[config.mk]
export PLATFORM = sky130hd
export DESIGN_NAME = alu_16b
export DESIGN_NICKNAME = d
export VERILOG_FILES = /design/src/rtl/alu_16b_pkg.sv /design/src/rtl/alu_16b_core.sv /design/src/rtl/alu_16b.sv
export SDC_FILE = /design/constraint.sdc
export NUM_CORES = 1
export LEC_CHECK = 0
export CAP_MARGIN = 20
export CORE_MARGIN = 2
export CORE_UTILIZATION = 42
export DETAILED_ROUTE_END_ITERATION = 6
export PLACE_DENSITY = 0.67
export SETUP_SLACK_MARGIN = 0.2
export SLEW_MARGIN = 15
export SYNTH_ARGS = -nofsm -noshare
export SYNTH_HDL_FRONTEND = slang
export SYNTH_SLANG_ARGS = --single-unit
[constraint.sdc]
create_clock -name clk -period 6.3 [get_ports clk]
set_input_delay 1.26 -clock clk [delete_from_list [all_inputs] [get_ports clk]]
set_output_delay 1.26 -clock clk [all_outputs]
set_load 0.01 [all_outputs]
[src/rtl/alu_16b_pkg.sv]
// Shared definitions for the 16-bit ALU: default data width and opcode encoding.
package alu_16b_pkg;

    localparam int unsigned ALU_WIDTH = 16;

    typedef enum logic [2:0] {
        OP_ADD = 3'b000,
        OP_SUB = 3'b001,
        OP_AND = 3'b010,
        OP_OR  = 3'b011,
        OP_XOR = 3'b100,
        OP_NOT = 3'b101,
        OP_SHL = 3'b110,
        OP_SHR = 3'b111
    } opcode_e;

endpackage

[src/rtl/alu_16b_core.sv]
// Combinational ALU datapath: result plus zero and negative flags.
module alu_16b_core
    import alu_16b_pkg::*;
#(
    parameter int unsigned WIDTH = ALU_WIDTH
) (
    input  logic [2:0]       i_opc,
    input  logic [WIDTH-1:0] i_a,
    input  logic [WIDTH-1:0] i_b,
    input  logic             i_c,
    output logic [WIDTH-1:0] o_res,
    output logic             o_zer,
    output logic             o_neg
);

    logic [WIDTH-1:0] w_cin;
    logic [WIDTH-1:0] w_res;

    // Carry/borrow bit widened to the datapath width.
    assign w_cin = {{(WIDTH-1){1'b0}}, i_c};

    // Select the operation result; carry and borrow out wrap away.
    always_comb begin
        w_res = '0;
        case (i_opc)
            OP_ADD:  w_res = i_a + i_b + w_cin;
            OP_SUB:  w_res = i_a - i_b - w_cin;
            OP_AND:  w_res = i_a & i_b;
            OP_OR:   w_res = i_a | i_b;
            OP_XOR:  w_res = i_a ^ i_b;
            OP_NOT:  w_res = ~i_a;
            OP_SHL:  w_res = {i_a[WIDTH-2:0], i_c};
            OP_SHR:  w_res = {i_c, i_a[WIDTH-1:1]};
            default: w_res = '0;
        endcase
    end

    assign o_res = w_res;
    assign o_zer = (w_res == '0);
    assign o_neg = w_res[WIDTH-1];

endmodule

[src/rtl/alu_16b.sv]
// 16-bit ALU top: registers the core result and its flags, synchronous reset.
module alu_16b
    import alu_16b_pkg::*;
#(
    parameter int unsigned WIDTH = ALU_WIDTH
) (
    input  logic             clk,
    input  logic             rst,
    input  logic [2:0]       opc,
    input  logic [WIDTH-1:0] A,
    input  logic [WIDTH-1:0] B,
    input  logic             C,
    output logic [WIDTH-1:0] w,
    output logic             zer,
    output logic             neg
);

    logic [WIDTH-1:0] w_res;
    logic             w_zer;
    logic             w_neg;
    logic [WIDTH-1:0] r_w;
    logic             r_zer;
    logic             r_neg;

    alu_16b_core #(
        .WIDTH (WIDTH)
    ) u_core (
        .i_opc (opc),
        .i_a   (A),
        .i_b   (B),
        .i_c   (C),
        .o_res (w_res),
        .o_zer (w_zer),
        .o_neg (w_neg)
    );

    // Output register; reset wins over the operation and leaves flags matching w=0.
    always_ff @(posedge clk) begin
        if (rst) begin
            r_w   <= '0;
            r_zer <= 1'b1;
            r_neg <= 1'b0;
        end else begin
            r_w   <= w_res;
            r_zer <= w_zer;
            r_neg <= w_neg;
        end
    end

    assign w   = r_w;
    assign zer = r_zer;
    assign neg = r_neg;

endmodule

==> flow_summary.toml, run 1 <==
[status]
status = "finished clean"

[clock_network]
ctsHoldBuffers = 0
cts_setup_buffers = 0
cts_resized = 0
cts_tree = "built"
cts.clk_slew.worst_paths_ns = 0.06
clock-sinks = 17
clock_path_buffers = 2
htree_levels = 1
cts_root_buf = "clkbuf_8"
cts_made_buffers = 3

[global_route]
overflow = 0
grt_max_degree = 37
busiest_layer = "met2"
antenna_found_initial = 0
grt_pass1_vias = 3307
use_met1_pct = 30.8
globalRouteMet3Util_pct = 2.21
grt_pass1_wl_um = 16400
track_usage_pct = 22.9
globalRouteMet2Util_pct = 37.6

[synthesis]
synth_area_leaders = "ha_1 22%, dfxtp_1 9.8%, inv_1 5.7%, a21oi_1 5.3%, xnor2_1 4.8%"
syn_avg_cell_area_um2 = 7.70
synth_area_leader_cell = "ha_1"
synth.area.mux_share_pct = 7.86
synth_nets = 555
synthXorXnorAreaFrac_pct = 6.53
ys.flop_type = "dfxtp_1"
ys_ff_latch = 17
synth-edff-count = 0
synth_top_area_share_pct = 21.5
ys_seq_area_share_pct = 9.76
synth_area_mm2 = 0.00349
synth_top_family_by_area = "compound AO/OA/AOI/OAI gates"
synth_warnings = 0
synth.distinct_cells = 68
ys_async_sr_fraction_pct = 0
syn_inst = 453
synth_compound_area_share_pct = 25.8
synth-simple-area-share_pct = 17.1
synthAdderAreaFrac_pct = 23.8

[timing]
worst_pin_slew_ns = 0.882
slew_violations = 0
rsz0062_at_grt = "no"
max_slew_margin_pct = 40.9
layout_min_cycle_time_ns = 4.47
setup_viol = 0
fmax_mhz = 224
hold_violations = 0
finalSetupTns_ns = 0
timing.final.crit_share_pct = 71.0

[floorplan]
rows = 33
die_w_um = 95.1
die-area_mm2 = 0.00905
start_util_pct = 42.9
core_mm2 = 0.00813
die_h_um = 95.1
io_pins = 56

[worst_setup_path]
arrival_ns = 4.67
required_ns = 6.49
start_kind = "input port"
crit_path_top_delay_cell = "clkdlybuf4s50_1"
crit_path_max_incr_delay_ns = 0.52
setup.worst_path.start = "A[0]"
crit_type = "input port to flop"
path_max_fanout = 4
cp-end-kind = "flop"
critPathMostFrequentCell = "fa_1"
path_cells = "clkdlybuf4s50_1, inv_1, fa_1, fa_1, nor2b_1, o211ai_1, a21o_2, o21ai_2, a221oi_2, xnor2_1, a221oi_1, a41o_1"

[final_layout]
drive_gt1_share_pct = 4.85
antenna_cells = 0
final_nets = 598
nFillCells = 789
syn2layout_area_growth_pct = 18.1

[route]
viasPerCell = 5.77
drtPass1Iterations = 5
ant_nets = 0
finalWirelength_um = 10300
drc = 0
route.vias.total = 3462
avgRoutedWirePerCell_um = 17.1
drt_iter0_markers = 315

[flow_run]
drv_cap = 0

[power_and_ir_drop]
total_power_mw = 0.587
ir_worst_vdd_mv = 0.0726
leakagePower_nw = 1.85
power.density_mw_per_mm2 = 142

[placement]
dp_hpwl_um = 8120
io_buffer_count = 55
gp_congestion = 0.930

[hold_path]
min-delay-start = "opc[0]"
hold_path_class = "input port to flop"
area by class of cell:
cell class	count	area, um^2	area share (%)
flip-flops and latches	17	340	8.26
multi-input cells	361	2830	68.7
clock buffers	4	45.0	1.09
repair buffers	58	568	13.8
well taps	105	131	3.19
inverters	55	206	5.01
worst paths after layout:
kind	endpoint	depth (start not counted)	slack, ns
max	zer	12	1.83
min	w[6]	6	1.76
cells by family (layout without fill, tap and decap cells):
family | after synthesis | count (layout)
AOI/OAI and AO/OA | 133 | 133
xor gates and xnor gates | 26 | 26
adders and majority gates | 64 | 64
buffers and inverters | 75 | 117
DFF | 17 | 17
muxes | 19 | 19
and+or+nand+nor | 119 | 119
cells in the mapped netlist (3+ instances only):
cell type and number:
a211oi_1 5, a21o_1 13, a21oi_1 37, a221oi_1 4, a22oi_1 3, buf_2 9, buf_4 3, clkbuf_1 5
dfxtp_1 17, fa_1 4, ha_1 60, inv_1 53, mux2i_1 12, mux4_2 4, nand2_1 27, nand2b_1 10
nand3_1 5, nor2_1 43, nor2b_1 11, nor3_1 6, nor4_1 3, o211ai_1 7, o21a_1 4, o21ai_0 18
o21ai_1 5, o22ai_1 11, xnor2_1 19, xor2_1 7
report_power, final:
part | switching, mW | internal, mW
clock | 0.0347 | 0.0448
sequential | 0.00294 | 0.119
combinational | 0.212 | 0.174
total | 0.249 | 0.338
cell usage in the layout (no fill, tap or decap), types with 3 or more instances in the layout:
master,n
xor2_1,7
buf_4,3
clkbuf_8,3
xnor2_1,19
o21ai_0,18
o21a_1,4
nor2b_1,11
mux4_2,4
a21o_1,13
nor2_1,43
o22ai_1,11
mux2i_1,12
a21oi_1,37
nand3_1,5
a221oi_1,4
ha_1,60
clkdlybuf4s50_1,54
nor3_1,6
o21ai_1,5
nor4_1,3
o211ai_1,7
fa_1,4
a22oi_1,3
inv_1,53
nand2_1,27
a211oi_1,5
dfxtp_1,17
nand2b_1,10
per-stage QoR:
stage | hold WS (ns) | instances | area [um^2] | setup slack [ns] | utilization (%)
4_1_cts | 1.76 | 600 | 4120 | 1.86 | 50.6
6_report | 1.76 | 600 | 4120 | 1.83 | 50.6
2_1_floorplan | 1.33 | 453 | 3490 | 2.61 | -
3_5_place_dp | 2.00 | 596 | 4070 | 1.60 | 50.1
3_3_place_gp | 2.00 | 596 | 4070 | 1.65 | 50.1
5_1_grt | 1.82 | 600 | 4120 | 1.61 | 50.6
flip-flops by register name (all words and copies together), names as in the netlist:
register,cells
w,16
zer,1
worst max-delay path, delay by kind of cell:
kind	cells	cell delay (ns)
AO/OA/AOI/OAI	6	1.50
adder cells (fa/ha/maj)	2	0.89
AND/OR/NAND/NOR	1	0.18
buffers and inverters	2	0.65
XOR/XNOR	1	0.16
per-layer routing:
metal / vias up / part of all wire (%)
li1: 1694 / -
met2: 132 / 47
met1: 1612 / 44
met4: 0 / 3.6
met5: - / 0
met3: 24 / 5.4
Power figures use the tool's default switching activity.
==> run 2: changes to the inputs <==
- clock period: 6.3 -> 4.28 ns (I/O delays scaled with it)
==> run 2 against run 1 <==
Compared with the run above: total power grew 51%; non-clock buffer count grew 17; worst setup slack got worse by 1.4 ns; highest routed layer unchanged.
==> flow_summary.toml, run 2 (synthesized netlist as in run 1, its figures left out) <==
[status]
status = "finished clean"

[route]
avgRoutedWirePerCell_um = 17.1
ant_nets = 0
viasPerCell = 5.78
route.vias.total = 3564
finalWirelength_um = 10600
drc = 0
drt_iter0_markers = 143
drtPass1Iterations = 4

[timing]
setup_viol = 0
rsz0062_at_grt = "no"
max_slew_margin_pct = 58.2
slew_violations = 0
hold_ws_ns = 1.51
timing.final.crit_share_pct = 91.0
hold_violations = 0
fmax_mhz = 257
layout_min_cycle_time_ns = 3.90
worst_pin_slew_ns = 0.627
finalSetupTns_ns = 0

[clock_network]
htree_levels = 1
cts.clk_slew.worst_paths_ns = 0.06
cts_root_buf = "clkbuf_8"
cts_setup_buffers = 0
cts_made_buffers = 3
cts_tree = "built"
clock-sinks = 17
clock_path_buffers = 2

[floorplan]
start_util_pct = 42.9
core_mm2 = 0.00813
die-area_mm2 = 0.00905
die_h_um = 95.1
die_w_um = 95.1
io_pins = 56
rows = 33

[final_layout]
final_cell_area_mm2 = 0.00426
multi_input_area_mm2 = 0.00284
syn2layout_area_growth_pct = 22.2
final_common_cell = "ha_1"
ff_latch_area_um2 = 340
largest_reg_flops = 16
nFillCells = 787
drive_gt1_share_pct = 8.40
antenna_cells = 0
final_nets = 615
finalNonFillerCells = 617
final_cell_mix = "60 x ha_1, 54 x clkdlybuf4s50_1, 53 x inv_1"

[power_and_ir_drop]
ir_worst_vdd_mv = 0.114
power.density_mw_per_mm2 = 207
leakagePower_nw = 1.94
total_power_mw = 0.884

[placement]
gp_congestion = 0.941
dp.cells = 613
placed_area_mm2 = 0.00420
dp_hpwl_um = 8540
io_buffer_count = 55

[worst_setup_path]
crit_type = "input port to flop"
path_depth = 12
worstSetupEndpoint = "zer"
arrival_ns = 4.04
start_kind = "input port"
cp-end-kind = "flop"
crit_path_max_incr_delay_ns = 0.56
cp_num_buf_inv = 2
cp_top_family = "compound AO/OA/AOI/OAI gates"
path_cells = "clkdlybuf4s50_1, inv_1, ha_1, o211ai_1, a21o_1, a21oi_1, a31oi_1, o31ai_1, a21oi_1, xor2_1, o211a_1, a41o_1"
setup.worst_path.start = "A[2]"
required_ns = 4.42
critPathMostFrequentCell = "a21oi_1"
path_max_fanout = 10
crit_path_top_delay_cell = "ha_1"

[global_route]
antenna_found_initial = 0
grt_pass1_wl_um = 17200
track_usage_pct = 24.1
overflow = 0
grt_max_degree = 31
grt_pass1_vias = 3424

[flow_run]
drv_cap = 0

[hold_path]
hold_path_class = "input port to flop"
-- run 2: timing repair --
item,CTS,global route
endpoints found under the setup margin,0,2
resized for setup,0,4
hold buffers,0,0
-- run 2: layer usage --
layer	routed length [um]	vias up	global-route usage (%)
met5	0	-	0
met3	597	27	2.85
met1	4380	1675	29.9
met4	394	0	7.00
li1	-	1723	-
met2	5190	139	43.4
-- run 2: worst min path at each step --
stage / startpoint / endpoint / slack, ns / depth (start not counted)
2_1_floorplan: rst / w[0] / 0.93 / 1
3_3_place_gp: w[8] / w[8] / 1.59 / 1
3_5_place_dp: w[0] / w[0] / 1.59 / 1
4_1_cts: opc[0] / w[6] / 1.50 / 6
5_1_grt: opc[0] / w[1] / 1.57 / 5
6_report: opc[0] / w[1] / 1.51 / 5
-- run 2: layout make-up --
type                            count  share of cell area (%)
Tap cell                          105                    3.08
Sequential cell                    17                    7.98
Timing Repair Buffer               75                    16.3
Inverter                           55                    4.84
Multi-Input combinational cell    361                    66.7
Clock buffer                        4                    1.06
-- run 2: report_power, final --
part	switching (mW)	leakage, nW	total, mW	internal (mW)
Combinational	0.318	1.77	0.589	0.271
Sequential	0.00424	0.142	0.179	0.175
Clock	0.0494	0.0228	0.115	0.0659
-- run 2: through the flow --
| step | setup WS [ns] | utilization (%) |
|---|---|---|
| after global routing | 0.210 | 52.4 |
| after CTS | 0.281 | 52.2 |
| after floorplan | 0.997 | - |
| after global placement | 0.0587 | 51.7 |
| after detailed placement | 0.0184 | 51.7 |
| final | 0.384 | 52.4 |
==> run 3: changes to the inputs <==
- GPL_TIMING_DRIVEN: not set -> 0
==> run 3 against run 2 <==
Compared with the run above: core utilization rose by 0.65 points; routed wire length rose by 1.1%; global-route usage fell by 0.29 points; critical path depth rose by 1; worst setup slack got worse by 0.069 ns; hold slack got worse by 0.32 ns; maximum frequency fell by 1.7%; non-clock buffer count rose by 2; via count rose by 1.4%; clock power barely moved; combinational power rose by 4.2%; critical endpoint unchanged; largest cell class unchanged.
==> flow_summary.toml, run 3 (synthesized netlist as in run 1, its figures left out) <==
[status]
status = "finished clean"

[timing]
max_slew_margin_pct = 31.8
timing.final.crit_share_pct = 92.6
hold_violations = 0
fmax_mhz = 252
layout_min_cycle_time_ns = 3.96
finalSetupTns_ns = 0
rsz0062_at_grt = "no"
worst_pin_slew_ns = 1.02
slew_violations = 0
hold_ws_ns = 1.20
fin_ws_ns = 0.315
setup_viol = 0

[route]
ant_nets = 0
drt_iter0_markers = 213
drtPass1Iterations = 5
route.vias.total = 3614
drc = 0
avgRoutedWirePerCell_um = 17.2
viasPerCell = 5.84
wl_met3_um = 652
finalWirelength_um = 10700
met1_length_um = 4550
top_layer = "met4"
wl_met2_um = 5090

[floorplan]
die_h_um = 95.1
die-area_mm2 = 0.00905
io_pins = 56
start_util_pct = 42.9
core_mm2 = 0.00813
die_w_um = 95.1
rows = 33

[placement]
dp.cells = 611
gp_congestion = 0.960
placed_area_mm2 = 0.00415
io_buffer_count = 53
dp_hpwl_um = 8310
post-place-ws_ns = -0.249

[global_route]
antenna_found_initial = 0
track_usage_pct = 23.8
grt_pass1_vias = 3528
overflow = 0
grt_pass1_wl_um = 17000
grt_max_degree = 11

[flow_run]
drv_cap = 0

[final_layout]
final_common_cell = "ha_1"
finalNonFillerCells = 619
final_cell_area_mm2 = 0.00432
final_cell_mix = "54 x ha_1, 52 x inv_1, 52 x clkdlybuf4s50_1"
nFillCells = 809
largest_reg_flops = 16
syn2layout_area_growth_pct = 23.8
finish.utilization_pct = 53.1
final_nets = 617
antenna_cells = 0
drive_gt1_share_pct = 11.1

[power_and_ir_drop]
p_switching_mw = 0.384
leakagePower_nw = 1.94
total_power_mw = 0.907
seqPwrFrac_pct = 19.8
switching_share_pct = 42.4
power_frac_comb_pct = 67.8
p_clk_share_pct = 12.5
power.density_mw_per_mm2 = 210
internal-power_mw = 0.523
ir_worst_vdd_mv = 0.120

[worst_setup_path]
start_kind = "input port"
path_max_fanout = 5
path_cells = "clkdlybuf4s50_1, inv_1, ha_1, ha_2, and4_2, and2_1, a221o_1, nor3_1, nor3_1, xor2_1, a221oi_2, buf_4, a41o_1"
required_ns = 4.47
crit_path_max_incr_delay_ns = 0.58
cp_num_buf_inv = 3
critPathMostFrequentCell = "nor3_1"
cp-end-kind = "flop"
crit_type = "input port to flop"
crit_path_top_delay_cell = "clkdlybuf4s50_1"
arrival_ns = 4.16
cp_top_family = "buffers and inverters"

[clock_network]
clock-sinks = 17
ctsHoldBuffers = 0
cts.clk_slew.worst_paths_ns = 0.06
cts_made_buffers = 3
htree_levels = 1
clock_path_buffers = 2
cts_tree = "built"
cts_root_buf = "clkbuf_8"

[hold_path]
hold_path_class = "input port to flop"
[run 3: cell types whose count changed in the layout (fill, tap and decap cells not counted), sizes merged]
cell and delta:
buf -2, clkbuf +4, clkdlybuf4s50 -2, clkinv +1, dlymetal6s2s +1
[run 3: timing repair]
item / CTS / global route
endpoints found under the setup margin: 3 / 3
pin swaps: 2 / 4
setup buffers: 2 / 2
resized for setup: 4 / 18
[run 3: cell type report]
type	count	area, um^2	share of cell area (%)
Multi-Input combinational cell	361	2920	67.6
Timing Repair Buffer	57	563	13.0
Clock buffer	3	41.3	0.957
Clock inverter	1	5.00	0.116
Inverter	55	206	4.78
Sequential cell	17	340	7.89
Buffer	20	113	2.61
Tap cell	105	131	3.04
[run 3: final timing paths]
kind / depth (start not counted) / startpoint / to
worst max-delay path: 13 / A[5] / zer
worst min-delay path: 4 / opc[0] / w[2]
[run 3: routing by layer]
layer  GRT usage (%)  vias up
met4            7.37        0
met2            41.4      144
met3            3.00       24
met5               0        -
li1                -     1728
met1            30.5     1718
[run 3: power by group through the flow]
stage               logic (mW)  registers (mW)  clock network, mW
floorplan                0.378           0.192                  0
global placement         0.557           0.183                  0
detailed placement       0.566           0.183                  0
CTS                      0.582           0.180              0.118
global route             0.672           0.181              0.127
finish                   0.614           0.179              0.113
